**src/rtl/axis_pattern_gen_if.sv**
```systemverilog
`default_nettype none
// ============================================================================
//  Module   : axis_pattern_gen_if
//  Purpose  : AXI4-Stream video bus (data, valid, ready, start-of-frame, end-of-line)
//  Revision : 1.0
// ============================================================================
interface axis_pattern_gen_if #(
    parameter int W = 24
) ();
    logic [W-1:0] tdata;
    logic         tvalid;
    logic         tready;
    logic         tuser;
    logic         tlast;

    modport master (output tdata, output tvalid, output tuser, output tlast, input tready);
    modport slave  (input tdata, input tvalid, input tuser, input tlast, output tready);
endinterface
`default_nettype wire

```
**src/rtl/axis_pattern_gen.sv**
```systemverilog
`default_nettype none
// ============================================================================
//  Module   : axis_pattern_gen
//  Purpose  : AXI4-Stream video test-pattern source with backpressure and gaps
//  Revision : 1.0
// ============================================================================
module axis_pattern_gen #(
    parameter int DSIZE     = 24,
    parameter int PPC       = 1,
    parameter int H_ACTIVE  = 1920,
    parameter int V_ACTIVE  = 1080,
    parameter int LINE_GAP  = 0,
    parameter int FRAME_GAP = 16,
    parameter int CHK_LOG2  = 4
) (
    input  wire logic             clock,
    input  wire logic             rst,
    input  wire logic             enable,
    input  wire logic [1:0]       mode,
    input  wire logic [DSIZE-1:0] solid_color,
    axis_pattern_gen_if.master    m_axis,
    output logic                  busy,
    output logic [15:0]           frame_cnt
);

    localparam int c_cw     = DSIZE / 3;
    localparam int c_bw     = DSIZE * PPC;
    localparam int c_xw     = $clog2(H_ACTIVE + 1);
    localparam int c_yw     = $clog2(V_ACTIVE + 1);
    localparam int c_fgap_n = (FRAME_GAP < 1) ? 1 : FRAME_GAP;
    localparam int c_gmax   = (LINE_GAP > c_fgap_n) ? LINE_GAP : c_fgap_n;
    localparam int c_gw     = $clog2(c_gmax + 1);

    localparam logic [c_xw-1:0] c_x_last = c_xw'(H_ACTIVE - PPC);
    localparam logic [c_yw-1:0] c_y_last = c_yw'(V_ACTIVE - 1);
    localparam logic [c_gw-1:0] c_lgap_ld = c_gw'((LINE_GAP > 0) ? LINE_GAP - 1 : 0);
    localparam logic [c_gw-1:0] c_fgap_ld = c_gw'(c_fgap_n - 1);

    localparam logic [1:0] c_idle   = 2'd0;
    localparam logic [1:0] c_active = 2'd1;
    localparam logic [1:0] c_lgap   = 2'd2;
    localparam logic [1:0] c_fgap   = 2'd3;

    logic [1:0]       r_state_q,     w_state_d;
    logic [c_xw-1:0]  r_x_q,         w_x_d;
    logic [c_yw-1:0]  r_y_q,         w_y_d;
    logic [c_gw-1:0]  r_gap_q,       w_gap_d;
    logic [1:0]       r_mode_q,      w_mode_d;
    logic [DSIZE-1:0] r_solid_q,     w_solid_d;
    logic [c_bw-1:0]  r_tdata_q,     w_tdata_d;
    logic             r_tvalid_q,    w_tvalid_d;
    logic             r_tuser_q,     w_tuser_d;
    logic             r_tlast_q,     w_tlast_d;
    logic [15:0]      r_frame_cnt_q, w_frame_cnt_d;
    logic             w_fire;
    logic             w_load;
    logic             w_first;

    // Bars: bar index is the count of constant boundaries b*H/8 that px*8 has reached.
    function automatic logic [DSIZE-1:0] pixel_at(input int px, input int py,
                                                  input logic [1:0] m,
                                                  input logic [DSIZE-1:0] s);
        logic [2:0] bar;
        logic       on;
        pixel_at = '0;
        bar      = '0;
        on       = 1'b0;
        case (m)
            2'd0: pixel_at = DSIZE'(px);
            2'd1: begin
                for (int b = 1; b < 8; b++) begin
                    if (px * 8 >= b * H_ACTIVE) bar = 3'(b);
                end
                pixel_at = {{c_cw{~bar[1]}}, {c_cw{~bar[2]}}, {c_cw{~bar[0]}}};
            end
            2'd2: begin
                on       = (((px >> CHK_LOG2) ^ (py >> CHK_LOG2)) & 1) != 0;
                pixel_at = {DSIZE{on}};
            end
            default: pixel_at = s;
        endcase
    endfunction

    function automatic logic [c_bw-1:0] beat_at(input int bx, input int by,
                                                input logic [1:0] m,
                                                input logic [DSIZE-1:0] s);
        beat_at = '0;
        for (int k = 0; k < PPC; k++) begin
            beat_at[k*DSIZE +: DSIZE] = pixel_at(bx + k, by, m, s);
        end
    endfunction

    assign w_fire = r_tvalid_q & m_axis.tready;

    always_comb begin
        w_state_d     = r_state_q;
        w_x_d         = r_x_q;
        w_y_d         = r_y_q;
        w_gap_d       = r_gap_q;
        w_mode_d      = r_mode_q;
        w_solid_d     = r_solid_q;
        w_tdata_d     = r_tdata_q;
        w_tvalid_d    = r_tvalid_q;
        w_tuser_d     = r_tuser_q;
        w_tlast_d     = r_tlast_q;
        w_frame_cnt_d = r_frame_cnt_q;
        w_load        = 1'b0;
        w_first       = 1'b0;

        case (r_state_q)
            c_idle: begin
                if (enable) begin
                    w_mode_d  = mode;
                    w_solid_d = solid_color;
                    w_state_d = c_active;
                    w_load    = 1'b1;
                    w_first   = 1'b1;
                end
            end
            c_active: begin
                if (w_fire) begin
                    if (r_x_q == c_x_last) begin
                        w_x_d = '0;
                        if (r_y_q == c_y_last) begin
                            w_y_d         = '0;
                            w_frame_cnt_d = r_frame_cnt_q + 16'd1;
                            w_state_d     = c_fgap;
                            w_tvalid_d    = 1'b0;
                            w_gap_d       = c_fgap_ld;
                        end else begin
                            w_y_d = r_y_q + c_yw'(1);
                            if (LINE_GAP == 0) begin
                                w_load = 1'b1;
                            end else begin
                                w_state_d  = c_lgap;
                                w_tvalid_d = 1'b0;
                                w_gap_d    = c_lgap_ld;
                            end
                        end
                    end else begin
                        w_x_d  = r_x_q + c_xw'(PPC);
                        w_load = 1'b1;
                    end
                end
            end
            c_lgap: begin
                if (r_gap_q == '0) begin
                    w_state_d = c_active;
                    w_load    = 1'b1;
                end else begin
                    w_gap_d = r_gap_q - c_gw'(1);
                end
            end
            c_fgap: begin
                if (r_gap_q == '0) begin
                    if (enable) begin
                        w_mode_d  = mode;
                        w_solid_d = solid_color;
                        w_state_d = c_active;
                        w_load    = 1'b1;
                        w_first   = 1'b1;
                    end else begin
                        w_state_d = c_idle;
                    end
                end else begin
                    w_gap_d = r_gap_q - c_gw'(1);
                end
            end
            default: w_state_d = c_idle;
        endcase

        // Outputs are precomputed for the beat that will be presented next cycle.
        if (w_load) begin
            w_tvalid_d = 1'b1;
            w_tuser_d  = w_first;
            w_tlast_d  = (w_x_d == c_x_last);
            w_tdata_d  = beat_at(int'(w_x_d), int'(w_y_d), w_mode_d, w_solid_d);
        end else if (!w_tvalid_d) begin
            w_tuser_d = 1'b0;
            w_tlast_d = 1'b0;
        end
    end

    always_ff @(posedge clock) begin
        if (rst) begin
            r_state_q     <= c_idle;
            r_x_q         <= '0;
            r_y_q         <= '0;
            r_gap_q       <= '0;
            r_mode_q      <= '0;
            r_solid_q     <= '0;
            r_tdata_q     <= '0;
            r_tvalid_q    <= 1'b0;
            r_tuser_q     <= 1'b0;
            r_tlast_q     <= 1'b0;
            r_frame_cnt_q <= '0;
        end else begin
            r_state_q     <= w_state_d;
            r_x_q         <= w_x_d;
            r_y_q         <= w_y_d;
            r_gap_q       <= w_gap_d;
            r_mode_q      <= w_mode_d;
            r_solid_q     <= w_solid_d;
            r_tdata_q     <= w_tdata_d;
            r_tvalid_q    <= w_tvalid_d;
            r_tuser_q     <= w_tuser_d;
            r_tlast_q     <= w_tlast_d;
            r_frame_cnt_q <= w_frame_cnt_d;
        end
    end

    assign m_axis.tdata  = r_tdata_q;
    assign m_axis.tvalid = r_tvalid_q;
    assign m_axis.tuser  = r_tuser_q;
    assign m_axis.tlast  = r_tlast_q;
    assign busy          = (r_state_q != c_idle);
    assign frame_cnt     = r_frame_cnt_q;

endmodule
`default_nettype wire

```
**src/flat_wrapper.sv**
```systemverilog
// flat-port wrapper written by rule: the top's interface ports become plain ports
module axis_pattern_gen_flat 
#(
    parameter int DSIZE     = 24,
    parameter int PPC       = 1,
    parameter int H_ACTIVE  = 1920,
    parameter int V_ACTIVE  = 1080,
    parameter int LINE_GAP  = 0,
    parameter int FRAME_GAP = 16,
    parameter int CHK_LOG2  = 4
)
  (clock, rst, enable, mode, solid_color, busy, frame_cnt, m_axis_tdata, m_axis_tvalid, m_axis_tuser, m_axis_tlast, m_axis_tready);
  axis_pattern_gen_if #(.W(24)) m_axis_i ();
  input  wire logic clock;
  input  wire logic rst;
  input  wire logic enable;
  input  wire logic [1:0] mode;
  input  wire logic [DSIZE-1:0] solid_color;
  output logic busy;
  output logic [15:0] frame_cnt;
  output wire logic [$bits(m_axis_i.tdata)-1:0] m_axis_tdata;
  output wire logic [$bits(m_axis_i.tvalid)-1:0] m_axis_tvalid;
  output wire logic [$bits(m_axis_i.tuser)-1:0] m_axis_tuser;
  output wire logic [$bits(m_axis_i.tlast)-1:0] m_axis_tlast;
  input wire logic [$bits(m_axis_i.tready)-1:0] m_axis_tready;
  assign m_axis_tdata = m_axis_i.tdata;
  assign m_axis_tvalid = m_axis_i.tvalid;
  assign m_axis_tuser = m_axis_i.tuser;
  assign m_axis_tlast = m_axis_i.tlast;
  assign m_axis_i.tready = m_axis_tready;
  axis_pattern_gen #(.DSIZE(DSIZE), .PPC(PPC), .H_ACTIVE(H_ACTIVE), .V_ACTIVE(V_ACTIVE), .LINE_GAP(LINE_GAP), .FRAME_GAP(FRAME_GAP), .CHK_LOG2(CHK_LOG2)) u_core (.clock(clock), .rst(rst), .enable(enable), .mode(mode), .solid_color(solid_color), .m_axis(m_axis_i), .busy(busy), .frame_cnt(frame_cnt));
endmodule
```
**config.mk**
```make
export PLATFORM = sky130hd
export DESIGN_NAME = axis_pattern_gen_flat
export DESIGN_NICKNAME = d
export VERILOG_FILES = /design/src/rtl/axis_pattern_gen_if.sv /design/src/rtl/axis_pattern_gen.sv /design/src/flat_wrapper.sv
export SDC_FILE = /design/constraint.sdc
export NUM_CORES = 1
export LEC_CHECK = 0
export ABC_AREA = 0
export CORE_UTILIZATION = 30
export CTS_CLUSTER_DIAMETER = 200
export DETAILED_ROUTE_END_ITERATION = 10
export PLACE_DENSITY = 0.49
export SYNTH_ARGS = -nofsm -noshare
export SYNTH_HDL_FRONTEND = slang
export SYNTH_SLANG_ARGS = --single-unit
```
**constraint.sdc**
```tcl
create_clock -name clock -period 4.2 [get_ports clock]
set_input_delay 0.84 -clock clock [delete_from_list [all_inputs] [get_ports clock]]
set_output_delay 0.84 -clock clock [all_outputs]
set_load 0.01 [all_outputs]
```
==> impl_metrics.json <==
{
  "io_pins": 74,
  "clock_sinks": 98,
  "netlist_area_um2": 4790,
  "antenna_found_initial": 0,
  "gr-usage-all-layers_pct": 15.9,
  "cts_resized": 0,
  "synth_flop_cell": "dfxtp_1",
  "syn_area_per_cell_um2": 8.42,
  "drive_gt1_share_pct": 7.50,
  "hpwlAfterDp_um": 9100,
  "ctsHoldBuffers": 0,
  "wl_per_cell_um": 14.6,
  "synthCells": 569,
  "die-area_um2": 16500,
  "max_freq_mhz": 280,
  "grt_pass1_vias": 4122,
  "worst_pin_slew_ps": 1020,
  "synth_edf_count": 0,
  "slew_headroom_pct": 31.7,
  "fin_crit_sh_pct": 85.1,
  "diodes": 0,
  "drv_cap": 0,
  "finalSetupTns_ps": 0,
  "cts_tree": "built",
  "drtPass1Iterations": 4,
  "via_count": 4205,
  "syn2layout_area_growth_pct": 26.1,
  "whs_path_depth": 2,
  "clock_skew_ps": 8.34,
  "ys_types": 66,
  "port_buffers": 73,
  "r2r_end": "u_core.m_axis.tdata[2]$_SDFFE_PP0P_",
  "drt_iter0_markers": 335,
  "drc": 0,
  "r2r-start": "u_core.r_state_q[1]$_SDFFE_PP0P_",
  "finalNetCount": 674,
  "die_y_um": 128,
  "hold_viol": 0,
  "core_um2": 15400,
  "crit_type": "input port to flip-flop",
  "cp_max_fo": 13,
  "row_count": 45,
  "ctsRootBufferMaster": "clkbuf_16",
  "initial_utilization_pct": 31.2,
  "grt_overflow_total": 0,
  "whs_ps": 451,
  "cts_setup_buffers": 0,
  "end_kind": "flip-flop",
  "reg2reg_slack_ps": 910,
  "synth_seq_cells": 98,
  "clkTransAtPathRegs_ps": 70,
  "synthesis.nets": 608,
  "crit_end": "u_core.m_axis.tdata[2]$_SDFFE_PP0P_",
  "grt_max_degree": 55,
  "grt_pass1_wl_um": 20600,
  "drt-total-wl_um": 12400,
  "cp-start-kind": "input port",
  "n_fill_cell": 1576,
  "crit_required_ps": 4440,
  "h-tree-depth": 3,
  "die_x_um": 128,
  "ant_nets": 0,
  "synthArstFlopShare_pct": 0,
  "ys_warn_count": 0,
  "arrival_ps": 3810,
  "reg2reg_depth": 12,
  "powerDensity_nw_per_um2": 354,
  "numCtsBuffers": 9,
  "rsz0062_at_grt": "false",
  "report.final.slew_viol_count": 0,
  "clkLatencyLatePin_ps": 340,
  "viasPerCell": 4.94,
  "place_congestion": 0.843,
  "p_leak_uw": 0.00216,
  "cts_buffer_depth": 2,
  "irDropWorstVdd_mv": 0.197,
  "outcome": "completed",
  "final_core_util_pct": 39.3,
  "p_total_uw": 2140,
  "hp-class": "flip-flop to flip-flop",
  "ys_seq_area_share_pct": 40.9,
  "finalCriticalPeriod_ps": 3580,
  "finalSetupViolCount": 0,
  "crit_start": "m_axis_tready"
}
==> state kept, by name (all words and copies together), names as in the netlist <==
| register | count |
|---|---|
| u_core.m_axis.tdata | 24 |
| u_core.r_solid_q | 24 |
| u_core.frame_cnt | 16 |
| u_core.r_x_q | 11 |
| u_core.r_y_q | 11 |
| u_core.r_gap_q | 5 |
| u_core.r_mode_q | 2 |
| u_core.r_state_q | 2 |
| u_core.m_axis.tlast | 1 |
| u_core.m_axis.tuser | 1 |
| u_core.m_axis.tvalid | 1 |
==> layout make-up <==
class / count / area (um2) / area share, %
multi-input cells: 431 / 2670 / 44.2
flip-flops and latches: 98 / 1960 / 32.5
repair buffers: 84 / 808 / 13.4
well taps: 211 / 264 / 4.37
clock buffers: 11 / 233 / 3.85
clock inverters: 5 / 65.1 / 1.08
inverters: 11 / 41.3 / 0.684
==> critical path, cell delays in order <==
cell	delay [ps]
clkdlybuf4s50_1	520
nand3_1	190
buf_4	240
or3_4	360
a221oi_4	380
nand2_1	100
o221a_2	240
a211o_1	330
o21ai_4	250
nand2_1	80
a311oi_1	280
==> worst min path at each step <==
stage                                             start                             endpoint
global placement    u_core.m_axis.tdata[5]$_SDFFE_PP0P_  u_core.m_axis.tdata[5]$_SDFFE_PP0P_
global route        u_core.m_axis.tdata[0]$_SDFFE_PP0P_  u_core.m_axis.tdata[0]$_SDFFE_PP0P_
CTS                 u_core.m_axis.tdata[5]$_SDFFE_PP0P_  u_core.m_axis.tdata[5]$_SDFFE_PP0P_
detailed placement  u_core.m_axis.tdata[5]$_SDFFE_PP0P_  u_core.m_axis.tdata[5]$_SDFFE_PP0P_
finish              u_core.m_axis.tdata[5]$_SDFFE_PP0P_  u_core.m_axis.tdata[5]$_SDFFE_PP0P_
floorplan                u_core.r_solid_q[0]$_SDFF_PP0_       u_core.r_solid_q[0]$_SDFF_PP0_
==> layer usage <==
metal  routed length (um)  track usage (%)
met1                 5960             21.0
met2                 5840             25.9
met4                  125             5.33
met3                  470             3.33
met5                    0                0
==> stage by stage <==
stage | worst slack [ps] | cell area (um2) | instances
3_3_place_gp | 362 | 5740 | 835
2_1_floorplan | 1160 | 4790 | 569
4_1_cts | 638 | 6040 | 851
6_report | 625 | 6040 | 851
3_5_place_dp | 257 | 5740 | 835
5_1_grt | 398 | 6040 | 851
==> cell usage in the layout, fill, tap and decap left out, types with 12 or more instances in the layout <==
cell type / count
nor2_1: 98
dfxtp_1: 98
clkdlybuf4s50_1: 72
nand2_1: 61
a21oi_1: 29
a211oi_1: 23
nor2b_1: 22
nand3_1: 16
xor2_1: 16
a22o_1: 16
o21ai_0: 12
xnor2_1: 12
==> Yosys cell counts, drive strengths merged (4+ instances only) <==
cell type	count	area, um2
a211oi	23	173
a21o	4	30.0
a21oi	31	170
a22o	16	140
a22oi	11	82.6
a311oi	6	93.8
and2	4	25.0
and3	7	43.8
buf	9	50.1
clkbuf	20	76.3
dfxtp	98	1960
ha	9	113
inv	11	41.3
nand2	61	229
nand2b	5	31.3
nand3	17	97.6
nand4	8	50.1
nor2	100	380
nor2b	22	138
nor3	9	45.0
nor3b	4	30.0
nor4	6	43.8
o21ai	16	91.3
or3	8	60.1
xnor2	12	105
xor2	16	140
==> power by group <==
group          leakage [uW]  total (uW)  internal [uW]  switching [uW]
sequential         0.000798         998            971            27.5
combinational       0.00122         306            140             166
clock              0.000144         837            467             369
==> logic make-up (layout without fill, tap and decap cells) <==
kind of cell               after synthesis  count (layout)  synth area share, %
xor gates and xnor gates                28              28                 5.12
AOI/OAI and AO/OA                      125             125                 19.8
and+or+nand+nor                        267             267                 27.8
buffers and inverters                   40             111                 3.50
DFF                                     98              98                 40.9
muxes                                    2               2                0.444
adders and majority gates                9               9                 2.35
No activity file was read; power rests on OpenSTA's default activity.
==> variant 1 (config.mk and constraints unchanged) <==
`r_tdata_q` no longer has a reset.
--- a/src/rtl/axis_pattern_gen.sv
+++ b/src/rtl/axis_pattern_gen.sv
@@ -190,5 +190,4 @@
             r_mode_q      <= '0;
             r_solid_q     <= '0;
-            r_tdata_q     <= '0;
             r_tvalid_q    <= 1'b0;
             r_tuser_q     <= 1'b0;
@@ -202,5 +201,4 @@
             r_mode_q      <= w_mode_d;
             r_solid_q     <= w_solid_d;
-            r_tdata_q     <= w_tdata_d;
             r_tvalid_q    <= w_tvalid_d;
             r_tuser_q     <= w_tuser_d;
@@ -210,4 +208,8 @@
     end
 
+    always_ff @(posedge clock) begin
+        r_tdata_q <= w_tdata_d;
+    end
+
     assign m_axis.tdata  = r_tdata_q;
     assign m_axis.tvalid = r_tvalid_q;
Function: changed (Yosys sat finds a counterexample within 4 cycles, from zero or initial values and one cycle with rst high).
==> variant 1 against the unedited design <==
Core utilization shrank 0.71 points. Synthesized area grew 0.78%. Power grew 9.3%. Cell area grew 1.1%. Sequential cell count is the same. Critical path depth shrank 3. Routed wire length grew 3.0%. Worst setup slack gained 170 ps. Critical endpoint is now u_core.m_axis.tdata[4]$_DFFE_PP_. Highest routed layer unchanged.
==> variant 1: results (changes against the unedited design) <==
worst ir drop on vdd=0.200 mV (+1.3%); initial DRC count=222 (-34%); Flop pwr share=45.3% (-1.3 points); r2r setup slk=990 ps (+80 ps); wl on met1=5960 um (about the same); TritonCTS Buffers=9 (unchanged); antenna cells=0 (unchanged); Top Layer Used=met4; post-CTS sizing=0 (unchanged); Hold Path Stages=2 (unchanged); # setup viols final=0 (unchanged); Lkg Pwr=2.09 nW (-3.2%); met1 Track Usage GR=19.9% (-1.1 points); sequential area share after synthesis=45.6% (+4.7 points); EDFF count, synth=24 (+24); syn nets=569 (-6.4%); critical path peak fanout=10 (-3); ys async rst share=0% (unchanged); detailed placement HPWL=9310 um (+2.3%); Data arrival, critical path=3590 ps (-220 ps); WL met3=499 um (+6.2%); total power density per cell area=383 mW/mm2 (+8.1%); Hold Slack=478 ps (+27.5 ps); Worst Skew=6.90 ps (-1.44 ps); main area contributors after synthesis=dfxtp_1 (31%), edfxtp_1 (15%), nor2_1 (7.7%), a22oi_1 (5.1%), o21ai_0 (2.8%); M3 GR Usage=3.28% (-0.042 points); first-pass GRT wire length=20400 um (-0.94%); IO Port Bufs=73 (unchanged); post-synthesis cell type count=68 (+3.0%); maximum root-to-sink buffer count=2 (unchanged); RR Startpoint=u_core.r_state_q[1]$_SDFFE_PP0P_; reg2reg end=u_core.m_axis.tdata[4]$_DFFE_PP_; Avg WL per Cell=15.7 um (+7.7%); Comb power=333 uW (+8.8%); Pint=1.76 mW (+11%); DR WL met2=6040 um (+3.4%); Slew HR=52.5% (+21 points); Post-Route Setup TNS=0 ps (unchanged); hold-fix buffers at CTS=0 (unchanged); M2 GR Usage=26.1% (+0.29 points); DRT Pass-1 Iters=5 (+1); status=finished, final reports clean; largest net degree at the start of global routing=27 (-51%); share of layout cells above drive strength 1=8.19% (+0.69 points); vias in the first global route=4111 (-0.27%); worst hold start=u_core.m_axis.tuser$_SDFFE_PP0P_; R2R depth=9 (-3); fillers=1578 (+0.13%); Final nets=632 (-6.2%); synth cell count leaders=nor2_1 (99), dfxtp_1 (74), a22oi_1 (33); GP Congestion=0.875 (+3.9%); Total GRT Usage=15.8% (-0.12 points); vias per cell=5.13 (+3.8%); Hold EP=u_core.m_axis.tuser$_SDFFE_PP0P_
variant 1: through the flow:
step,cells,setup WS (ps),cell area (um2)
after floorplan,530,1270,4830
after global routing,814,631,6110
after detailed placement,798,456,5760
after CTS,814,816,6110
final,814,795,6110
after global placement,798,517,5760
variant 1: cell type report:
cell class	instances	area [um2]	share of cell area (%)
clock buffer	11	264	4.32
clock inverter	5	80.1	1.31
inverter	9	33.8	0.553
multi-input combinational	394	2470	40.5
sequential	98	2200	36.1
tap	216	270	4.43
timing repair buffer	81	786	12.9
variant 1: worst max-delay path, cell delays in order:
cell and delay (ps):
clkdlybuf4s50_1 560, nand4_2 300, or2_0 430, o31a_1 390
o21bai_1 180, o22ai_1 570, nor4_1 130, a22oi_1 180
variant 1: how the worst max path moves through the flow:
stage                     slack [ps]  cells past startpoint                                 to          start
after floorplan                 1270                      9   u_core.m_axis.tdata[0]$_DFFE_PP_  m_axis_tready
after global placement           520                      9   u_core.m_axis.tdata[4]$_DFFE_PP_  m_axis_tready
after detailed placement         460                      9  u_core.m_axis.tdata[20]$_DFFE_PP_  m_axis_tready
after CTS                        820                      9   u_core.m_axis.tdata[4]$_DFFE_PP_  m_axis_tready
after global routing             630                      9  u_core.m_axis.tdata[16]$_DFFE_PP_  m_axis_tready
final                            800                      8   u_core.m_axis.tdata[4]$_DFFE_PP_  m_axis_tready
variant 1: cell families (layout without fill, tap and decap cells):
family                   count (synthesis)  count (layout)  share of synthesized area [%]
AO/OA/AOI/OAI                          126             126                           18.3
XOR/XNOR                                25              25                           4.53
adder cells (fa/ha/maj)                  9               9                           2.33
buffers and inverters                   38             106                           3.37
flip-flops                              98              98                           45.6
multiplexers                             3               3                          0.622
AND/OR/NAND/NOR                        231             231                           25.2
==> variant 2 (config.mk and constraints unchanged) <==
Without the edit above. `FRAME_GAP` is set to 16 in 2 places; all go to 32.
--- a/src/rtl/axis_pattern_gen.sv
+++ b/src/rtl/axis_pattern_gen.sv
@@ -11,5 +11,5 @@
     parameter int V_ACTIVE  = 1080,
     parameter int LINE_GAP  = 0,
-    parameter int FRAME_GAP = 16,
+    parameter int FRAME_GAP = 32,
     parameter int CHK_LOG2  = 4
 ) (
--- a/src/flat_wrapper.sv
+++ b/src/flat_wrapper.sv
@@ -7,5 +7,5 @@
     parameter int V_ACTIVE  = 1080,
     parameter int LINE_GAP  = 0,
-    parameter int FRAME_GAP = 16,
+    parameter int FRAME_GAP = 32,
     parameter int CHK_LOG2  = 4
 )
Behaviour: no difference found for any inputs over 4 cycles, from zero or initial values and one cycle with rst high; that may be too few to reach the edited logic, so the function may still have changed.
==> variant 2 against the unedited design <==
Die area rose by 9.0%. Worst hold slack gained 28 ps. Clock skew grew 3.2 ps. Power rose by 9.5%. Critical path depth is 3 lower. Routed wire length rose by 13%. Highest routed layer unchanged. Combinational power is 38% higher. First-iteration DRC count is 15% lower. Synthesized area grew 9.2%. Worst setup slack about the same. Count of clock-buffer cells in the layout down 1. Cell area increased by 8.1%. Sequential cell count increased by 1.
==> variant 2: results (changes against the unedited design) <==
status=finished, final reports clean; Worst Skew=11.5 ps (+3.15 ps); Final nets=711 (+5.5%); r2r setup slk=830 ps (-80 ps); Vias=4696 (+12%); Hold EP=u_core.m_axis.tdata[8]$_SDFFE_PP0P_; Worst path slowest cell=clkdlybuf4s50_1; maximum root-to-sink buffer count=2 (unchanged); clock-pin slew on the worst setup and hold paths=70 ps (about the same); largest net degree at the start of global routing=60 (+9.1%); RR Startpoint=u_core.r_x_q[0]$_SDFF_PP0_; Data arrival, critical path=3840 ps (+30 ps); first-pass GRT wire length=23400 um (+13%); syn nets=645 (+6.1%); DRT Pass-1 Iters=5 (+1); Synth Area per Inst=8.63 um2 (+2.5%); CP startpoint=m_axis_tready; critical path peak fanout=19 (+6); clock sinks=99 (+1.0%); achievable frequency=280 MHz (about the same); Hold Path Stages=1 (-1); yosys warns=0 (unchanged); initial DRC count=286 (-15%); worst hold start=u_core.m_axis.tdata[8]$_SDFFE_PP0P_; post-synthesis cell type count=74 (+12%); detailed placement HPWL=10000 um (+10%); worst-margin pin slew=692 ps (-332 ps); vias per cell=5.24 (+6.1%); register area=0.00198 mm2 (+1.0%); delay-heaviest family, CP=simple AND/OR/NAND/NOR gates; GP Congestion=0.852 (+1.2%); TritonCTS Buffers=9 (unchanged); Hold Slack=479 ps (+28.0 ps); Hold Crit Class=reg -> reg; fillers=1723 (+9.3%); worst ir drop on vdd=0.242 mV (+23%); Lkg Pwr=2.19 nW (+1.3%); sequential area share after synthesis=37.9% (-3.1 points); share of layout cells above drive strength 1=9.02% (+1.5 points); dpl cell area=0.00621 mm2 (+8.2%); Avg WL per Cell=15.7 um (+7.6%); Clock Latency Late Sink=350 ps; Synth Flop Type=dfxtp_1; placed cells=881 (+5.5%); post-CTS sizing=0 (unchanged); synth cell count leaders=dfxtp_1 (99), nor2_1 (93), nand2_1 (42); main area contributors after synthesis=dfxtp_1 (38%), nor2_1 (6.7%), a211oi_1 (3.3%), nand2_1 (3.0%), xor2_1 (2.7%); Place WS=257 ps (+0.814 ps); ys async rst share=0% (unchanged); Total GRT Usage=16.3% (+0.41 points); crit-path max cell delay=590 ps (+70 ps); reg2reg end=u_core.m_axis.tdata[0]$_SDFFE_PP0P_; vias in the first global route=4611 (+12%); R2R depth=8 (-4)
variant 2: area by class of cell:
type,instances,share of cell area [%]
clock inverters,5,1.30
well taps,220,4.22
repair buffers,91,13.2
inverters,13,0.747
flip-flops and latches,99,30.4
multi-input cells,458,46.7
clock buffers,10,3.51
variant 2: logic make-up after synthesis:
group	share of synthesized area, %
adder cells (fa/ha/maj)	2.15
flip-flops	37.9
buffers and inverters	4.09
AO/OA/AOI/OAI	23.6
XOR/XNOR	4.52
AND/OR/NAND/NOR	27.0
multiplexers	0.765
variant 2: metal layers:
metal | track usage [%] | share of wire [%]
met1 | 21.8 | 49
met2 | 25.9 | 46
met3 | 3.02 | 3.5
met4 | 6.55 | 1.5
met5 | 0 | 0
variant 2: where the power goes:
| part | switching (mW) | total, mW | internal, mW |
|---|---|---|---|
| combinational | 0.236 | 0.422 | 0.186 |
| clock | 0.373 | 0.897 | 0.523 |
| sequential | 0.0342 | 1.03 | 0.991 |
